File: config.mk
export PLATFORM = sky130hd
export DESIGN_NAME = mdu_iter
export DESIGN_NICKNAME = d
export VERILOG_FILES = /design/src/rtl/mdu_pkg.sv /design/src/rtl/mdu_negate.sv /design/src/rtl/mdu_iter.sv
export SDC_FILE = /design/constraint.sdc
export NUM_CORES = 1
export LEC_CHECK = 0
export BUFFER_PORTS_ARGS = -buffer_cell sky130_fd_sc_hd__buf_2
export CORE_MARGIN = 2
export CORE_UTILIZATION = 38
export CTS_BUF_LIST = sky130_fd_sc_hd__clkbuf_2 sky130_fd_sc_hd__clkbuf_4 sky130_fd_sc_hd__clkbuf_8
export CTS_CLUSTER_SIZE = 24
export DETAILED_ROUTE_END_ITERATION = 12
export HOLD_SLACK_MARGIN = 0.06
export PLACE_DENSITY = 0.58
export SYNTH_ARGS = -nofsm -noshare
export SYNTH_HDL_FRONTEND = slang
export SYNTH_SLANG_ARGS = --single-unit
File: constraint.sdc
create_clock -name clk -period 3.8 [get_ports clk]
set_input_delay 0.57 -clock clk [delete_from_list [all_inputs] [get_ports clk]]
set_output_delay 0.57 -clock clk [all_outputs]
set_load 0.005 [all_outputs]
File: src/rtl/mdu_pkg.sv
// Shared encodings for the iterative multiply/divide unit (mdu_iter).
package mdu_pkg;

  localparam logic [2:0] MDU_MULTU = 3'b000;
  localparam logic [2:0] MDU_MULT  = 3'b001;
  localparam logic [2:0] MDU_DIVU  = 3'b010;
  localparam logic [2:0] MDU_DIV   = 3'b011;
  localparam logic [2:0] MDU_MTHI  = 3'b100;
  localparam logic [2:0] MDU_MTLO  = 3'b101;

  localparam logic [1:0] S_IDLE = 2'd0;
  localparam logic [1:0] S_RUN  = 2'd1;
  localparam logic [1:0] S_FIX  = 2'd2;

  // MULT and DIV treat operands as two's complement.
  function automatic logic op_is_signed(input logic [2:0] op);
    return (op == MDU_MULT) || (op == MDU_DIV);
  endfunction

endpackage

File: src/rtl/mdu_negate.sv
// Conditional two's-complement negate: y = en ? -x : x.
module mdu_negate #(
  parameter int WIDTH = 32
) (
  input  logic             en_i,
  input  logic [WIDTH-1:0] x_i,
  output logic [WIDTH-1:0] y_o
);

  assign y_o = en_i ? (~x_i + WIDTH'(1)) : x_i;

endmodule

File: src/rtl/mdu_iter.sv
// Iterative radix-2 multiply/divide unit with HI/LO registers.
// Define MDU_DIV_EN to build the restoring divider (ops DIVU/DIV).
module mdu_iter
  import mdu_pkg::*;
#(
  parameter int WIDTH = 32
) (
  input  logic             clk,
  input  logic             rst,
  input  logic             start,
  input  logic [2:0]       op,
  input  logic [WIDTH-1:0] a,
  input  logic [WIDTH-1:0] b,
  input  logic             flush,
  output logic             busy,
  output logic             done,
  output logic             div0,
  output logic [WIDTH-1:0] hi,
  output logic [WIDTH-1:0] lo,
  output logic [1:0]       dbg_state_o
);

  localparam int CNT_W = $clog2(WIDTH) + 1;
  localparam int W2    = 2 * WIDTH;

  // Handshake: start is sampled only in IDLE; busy is high in RUN/FIX; done
  // pulses for one cycle with hi/lo already updated; a new start is legal then.
  logic [1:0]       state_q, state_d;
  logic [CNT_W-1:0] cnt_q, cnt_d;
  logic [W2-1:0]    acc_q, acc_d;
  logic [WIDTH-1:0] opnd_q, opnd_d;
  logic             neg_res_q, neg_res_d;
  logic [WIDTH-1:0] hi_q, hi_d, lo_q, lo_d;
  logic             done_q, done_d;

  logic             a_neg, b_neg, accept_arith;
  logic [WIDTH-1:0] a_mag, b_mag;
  logic [WIDTH:0]   mul_sum;
  logic [W2-1:0]    mul_step, acc_iter, prod_fix;

  assign a_neg = op_is_signed(op) & a[WIDTH-1];
  assign b_neg = op_is_signed(op) & b[WIDTH-1];

  mdu_negate #(.WIDTH(WIDTH)) u_neg_a (.en_i(a_neg), .x_i(a), .y_o(a_mag));
  mdu_negate #(.WIDTH(WIDTH)) u_neg_b (.en_i(b_neg), .x_i(b), .y_o(b_mag));
  mdu_negate #(.WIDTH(W2))    u_neg_p (.en_i(neg_res_q), .x_i(acc_q), .y_o(prod_fix));

  // acc = {partial product, multiplier}; add multiplicand on the LSB, then shift right.
  assign mul_sum  = {1'b0, acc_q[W2-1:WIDTH]} + {1'b0, (acc_q[0] ? opnd_q : '0)};
  assign mul_step = {mul_sum, acc_q[WIDTH-1:1]};

`ifdef MDU_DIV_EN
  logic             is_div_q, is_div_d;
  logic             neg_rem_q, neg_rem_d;
  logic             div0_q, div0_d;
  logic [WIDTH:0]   div_shift;
  logic [WIDTH-1:0] div_sub, quo_fix, rem_fix;
  logic             div_borrow;
  logic [W2-1:0]    div_step;

  assign accept_arith = (op == MDU_MULTU) || (op == MDU_MULT) ||
                        (op == MDU_DIVU)  || (op == MDU_DIV);

  // acc = {remainder, dividend/quotient}; the next dividend bit enters the remainder.
  assign div_shift  = {acc_q[W2-1:WIDTH], acc_q[WIDTH-1]};
  assign div_borrow = div_shift < {1'b0, opnd_q};
  assign div_sub    = div_shift[WIDTH-1:0] - opnd_q;
  assign div_step   = {(div_borrow ? div_shift[WIDTH-1:0] : div_sub),
                       acc_q[WIDTH-2:0], ~div_borrow};
  assign acc_iter   = is_div_q ? div_step : mul_step;

  mdu_negate #(.WIDTH(WIDTH)) u_neg_q (.en_i(neg_res_q), .x_i(acc_q[WIDTH-1:0]),
                                       .y_o(quo_fix));
  mdu_negate #(.WIDTH(WIDTH)) u_neg_r (.en_i(neg_rem_q), .x_i(acc_q[W2-1:WIDTH]),
                                       .y_o(rem_fix));
  assign div0 = div0_q;
`else
  assign accept_arith = (op == MDU_MULTU) || (op == MDU_MULT);
  assign acc_iter     = mul_step;
  assign div0         = 1'b0;
`endif

  always_comb begin
    state_d   = state_q;
    cnt_d     = cnt_q;
    acc_d     = acc_q;
    opnd_d    = opnd_q;
    neg_res_d = neg_res_q;
    hi_d      = hi_q;
    lo_d      = lo_q;
    done_d    = 1'b0;
`ifdef MDU_DIV_EN
    is_div_d  = is_div_q;
    neg_rem_d = neg_rem_q;
    div0_d    = 1'b0;
`endif
    case (state_q)
      S_IDLE: begin
        if (start && !flush) begin
          if (accept_arith) begin
            state_d   = S_RUN;
            cnt_d     = CNT_W'(WIDTH);
            acc_d     = {{WIDTH{1'b0}}, a_mag};
            opnd_d    = b_mag;
            neg_res_d = a_neg ^ b_neg;
`ifdef MDU_DIV_EN
            is_div_d  = op[1];
            neg_rem_d = a_neg;
`endif
          end else if (op == MDU_MTHI) begin
            hi_d = a;
          end else if (op == MDU_MTLO) begin
            lo_d = a;
          end
        end
      end
      S_RUN: begin
        if (flush) begin
          state_d = S_IDLE;
        end else begin
          acc_d = acc_iter;
          cnt_d = cnt_q - CNT_W'(1);
          if (cnt_q == CNT_W'(1)) state_d = S_FIX;
        end
      end
      S_FIX: begin
        state_d = S_IDLE;
        if (!flush) begin
          done_d = 1'b1;
`ifdef MDU_DIV_EN
          if (is_div_q) begin
            hi_d   = rem_fix;
            lo_d   = quo_fix;
            div0_d = (opnd_q == '0);
          end else begin
            {hi_d, lo_d} = prod_fix;
          end
`else
          {hi_d, lo_d} = prod_fix;
`endif
        end
      end
      default: state_d = S_IDLE;
    endcase
  end

  always_ff @(posedge clk or negedge rst) begin
    if (!rst) begin
      state_q   <= S_IDLE;
      cnt_q     <= '0;
      acc_q     <= '0;
      opnd_q    <= '0;
      neg_res_q <= 1'b0;
      hi_q      <= '0;
      lo_q      <= '0;
      done_q    <= 1'b0;
`ifdef MDU_DIV_EN
      is_div_q  <= 1'b0;
      neg_rem_q <= 1'b0;
      div0_q    <= 1'b0;
`endif
    end else begin
      state_q   <= state_d;
      cnt_q     <= cnt_d;
      acc_q     <= acc_d;
      opnd_q    <= opnd_d;
      neg_res_q <= neg_res_d;
      hi_q      <= hi_d;
      lo_q      <= lo_d;
      done_q    <= done_d;
`ifdef MDU_DIV_EN
      is_div_q  <= is_div_d;
      neg_rem_q <= neg_rem_d;
      div0_q    <= div0_d;
`endif
    end
  end

  assign busy        = (state_q == S_RUN) || (state_q == S_FIX);
  assign done        = done_q;
  assign hi          = hi_q;
  assign lo          = lo_q;
  assign dbg_state_o = state_q;

endmodule

==> metrics <==
total CTS buffers 17; dpl cell area between 10,000 and 15,000 µm²; Total Wirelength between 30,000 and 40,000 µm; RSZ-0062 raised after global routing no; setup TNS 0 ps; Critical Path End Type register; Distinct cells, synth 67; final setup vio count 0; H-tree levels 4; vias per cell ~5.6; CP Data Required Time 4170 ps; Routed Antenna Nets 0; final hold vios 0; Vias roughly 11,000; area leader, netlist dfrtp_1; Layout Utilization a little over two fifths; register area share after synthesis 36.2%; Post-synth EDFFs 0; post-CTS resize count 0; placed wire-length estimate 27,400 µm; hold_buf cts 0; Mapped Area 11,700 µm²; Clock Skews 19.4 ps; crit path DAT between 3000 and 4000 ps; # IOs 140; routed length per placed instance 18.6 µm; Synthesized Nets approximately 1,500; Initial Util 38.5%; most numerous cell in the Yosys netlist nand2_1; worst reg-to-reg path cell count 11; Layout area overhead 12.6%; Yosys warnings 0; Tmin final 3300 ps; slowest stage delay, CP a little under 700 ps; critical path class reg2reg; maximum clock frequency approximately 0.30 GHz; initial antenna violation count 0; initial drt markers slightly below 900; Nets approximately 1,600; total clock sinks 170; Worst Path Max Fanout 19; #FFs+latches synth 170; core area just over 30,000 µm²; clk slew on worst S/H paths about 100 ps; IO buf count 138; Reg2Reg Launch Point acc_q[0]; status complete, no violations; slowest CP cell dfrtp_1; crit-path cells and2_1, ha_1, inv_1, fa_1, nor2b_1, o2111ai_1, a31oi_1, o211ai_1, a31oi_1, a21oi_1, o211ai_1; drt drc 0; PwrDens 646 nW/µm²; Post-Syn Instances approximately 1,400; peak supply drop 0.272 mV; Worst-Skew Late Latency ~470 ps; setup bufs post-CTS 0; CTS tree yes; HP Class in2async; drt first pass iters 5; largest net degree at the start of global routing 69; crit share post-route between 80% and 90%; syn avg cell area around 8.3 µm²; final worst setup slack approximately 500 ps; # rows 64; share of Yosys cell area claimed by the top area cell type 36.2%; GPL Wtd Cong 0.878; chip height around 180 µm; Startpoint Class register; Async S/R FF share, synth 100%; antenna cells 0; die area around 32,000 µm²; Root Driver clkbuf_8; Total Power 0.00854 W; max_cap viols 0; Global Route Usage Sum between 20% and 30%; Top FF cell, synth dfrtp_1; flop-to-flop setup slack about 500 ps; die width ~180 µm; Least-Margin Pin Slew approximately 1100 ps; relative slew slack roughly 27%; first-pass GRT wire length between 50,000 and 60,000 µm; Post-synth top cells nand2_1 (171), dfrtp_1 (170), o21ai_0 (144), nor2_1 (128), a21oi_1 (111); Max Root-Sink Buffers 2; remaining global-route overflow 0; pre-CTS setup slack ~550 ps; Critical R2R Capture acc_q[55]; layout cell share with drive strength beyond 1 ~15%; top post-synthesis cells by area dfrtp_1 (36%), xor2_1 (6.9%), o21ai_0 (6.1%); Max Slew Vio Count 0; final instance area approximately 13,000 µm²; Lkg Pwr 5.80 nW; vias in the first global route about 10,000
## kinds of logic (layout without fill, tap and decap cells)
| kind of cell | Yosys count | after routing | share of synthesized area (%) |
|---|---|---|---|
| other | 1 | 1 | 0.0319 |
| muxes | 11 | 11 | 0.980 |
| xor gates and xnor gates | 141 | 141 | 10.5 |
| buffers and inverters | 113 | 226 | 3.66 |
| and+or+nand+nor | 491 | 491 | 20.0 |
| adders and majority gates | 41 | 41 | 4.43 |
| AOI/OAI and AO/OA | 449 | 449 | 24.1 |
| DFF | 170 | 170 | 36.2 |
## state kept, by name, indices dropped and copies added, names as in the netlist
register     flops
neg_res_q        1
cnt_q            6
hi              32
acc_q           64
opnd_q          32
done             1
lo              32
dbg_state_o      2
## layout make-up
cell class,count,area (µm²)
well taps,396,495
inverters,29,109
fillers,3094,17300
multi-input cells,1134,7080
repair buffers,167,940
clock inverters,10,71.3
flip-flops and latches,170,4260
clock buffers,20,269
## where the power goes
group	switching [W]	internal [W]
logic	0.00219	0.00167
clock network	0.000708	0.000490
registers	0.000921	0.00256
## worst max-delay path: cells and delay by family (launching register included)
kind,cells,cell delay (ps)
buffers and inverters,1,60
adder cells (fa/ha/maj),2,580
flip-flops,1,680
AND/OR/NAND/NOR,2,390
AO/OA/AOI/OAI,6,1510
## worst max-delay path by stage
| stage | startpoint | endpoint | slack, ps | cells past startpoint |
|---|---|---|---|---|
| global placement | acc_q[0] | acc_q[59] | 650 | 11 |
| CTS | acc_q[0] | acc_q[59] | 520 | 11 |
| floorplan | acc_q[0] | acc_q[61] | 870 | 13 |
| global route | acc_q[0] | acc_q[59] | 260 | 11 |
| finish | acc_q[0] | acc_q[55] | 500 | 11 |
| detailed placement | acc_q[0] | acc_q[59] | 550 | 11 |
## layer usage
layer	vias up	track usage, %	part of all wire, %
met1	5187	31.0	48
met3	38	3.50	5.4
met5	-	0	0
met2	303	34.8	45
met4	0	5.72	1.9
li1	5299	-	-
## cell usage in the layout, fill, tap and decap left out, types with 26 or more instances in the layout
cell / n
nand2_1: 171
dfrtp_1: 169
o21ai_0: 144
buf_2: 137
nor2_1: 126
a21oi_1: 111
xor2_1: 93
xnor2_1: 48
and2_1: 41
ha_1: 38
a21o_1: 37
a221oi_1: 29
inv_1: 28
buf_4: 27
o31ai_1: 26
## per-stage QoR
stage / instances / hold slack [ps]
4_1_cts: 1926 / 82.2
6_report: 1926 / 62.0
2_1_floorplan: 1417 / 274
5_1_grt: 1926 / 99.0
3_5_place_dp: 1896 / 461
3_3_place_gp: 1896 / 455
No activity file was read; power rests on OpenSTA's default activity.
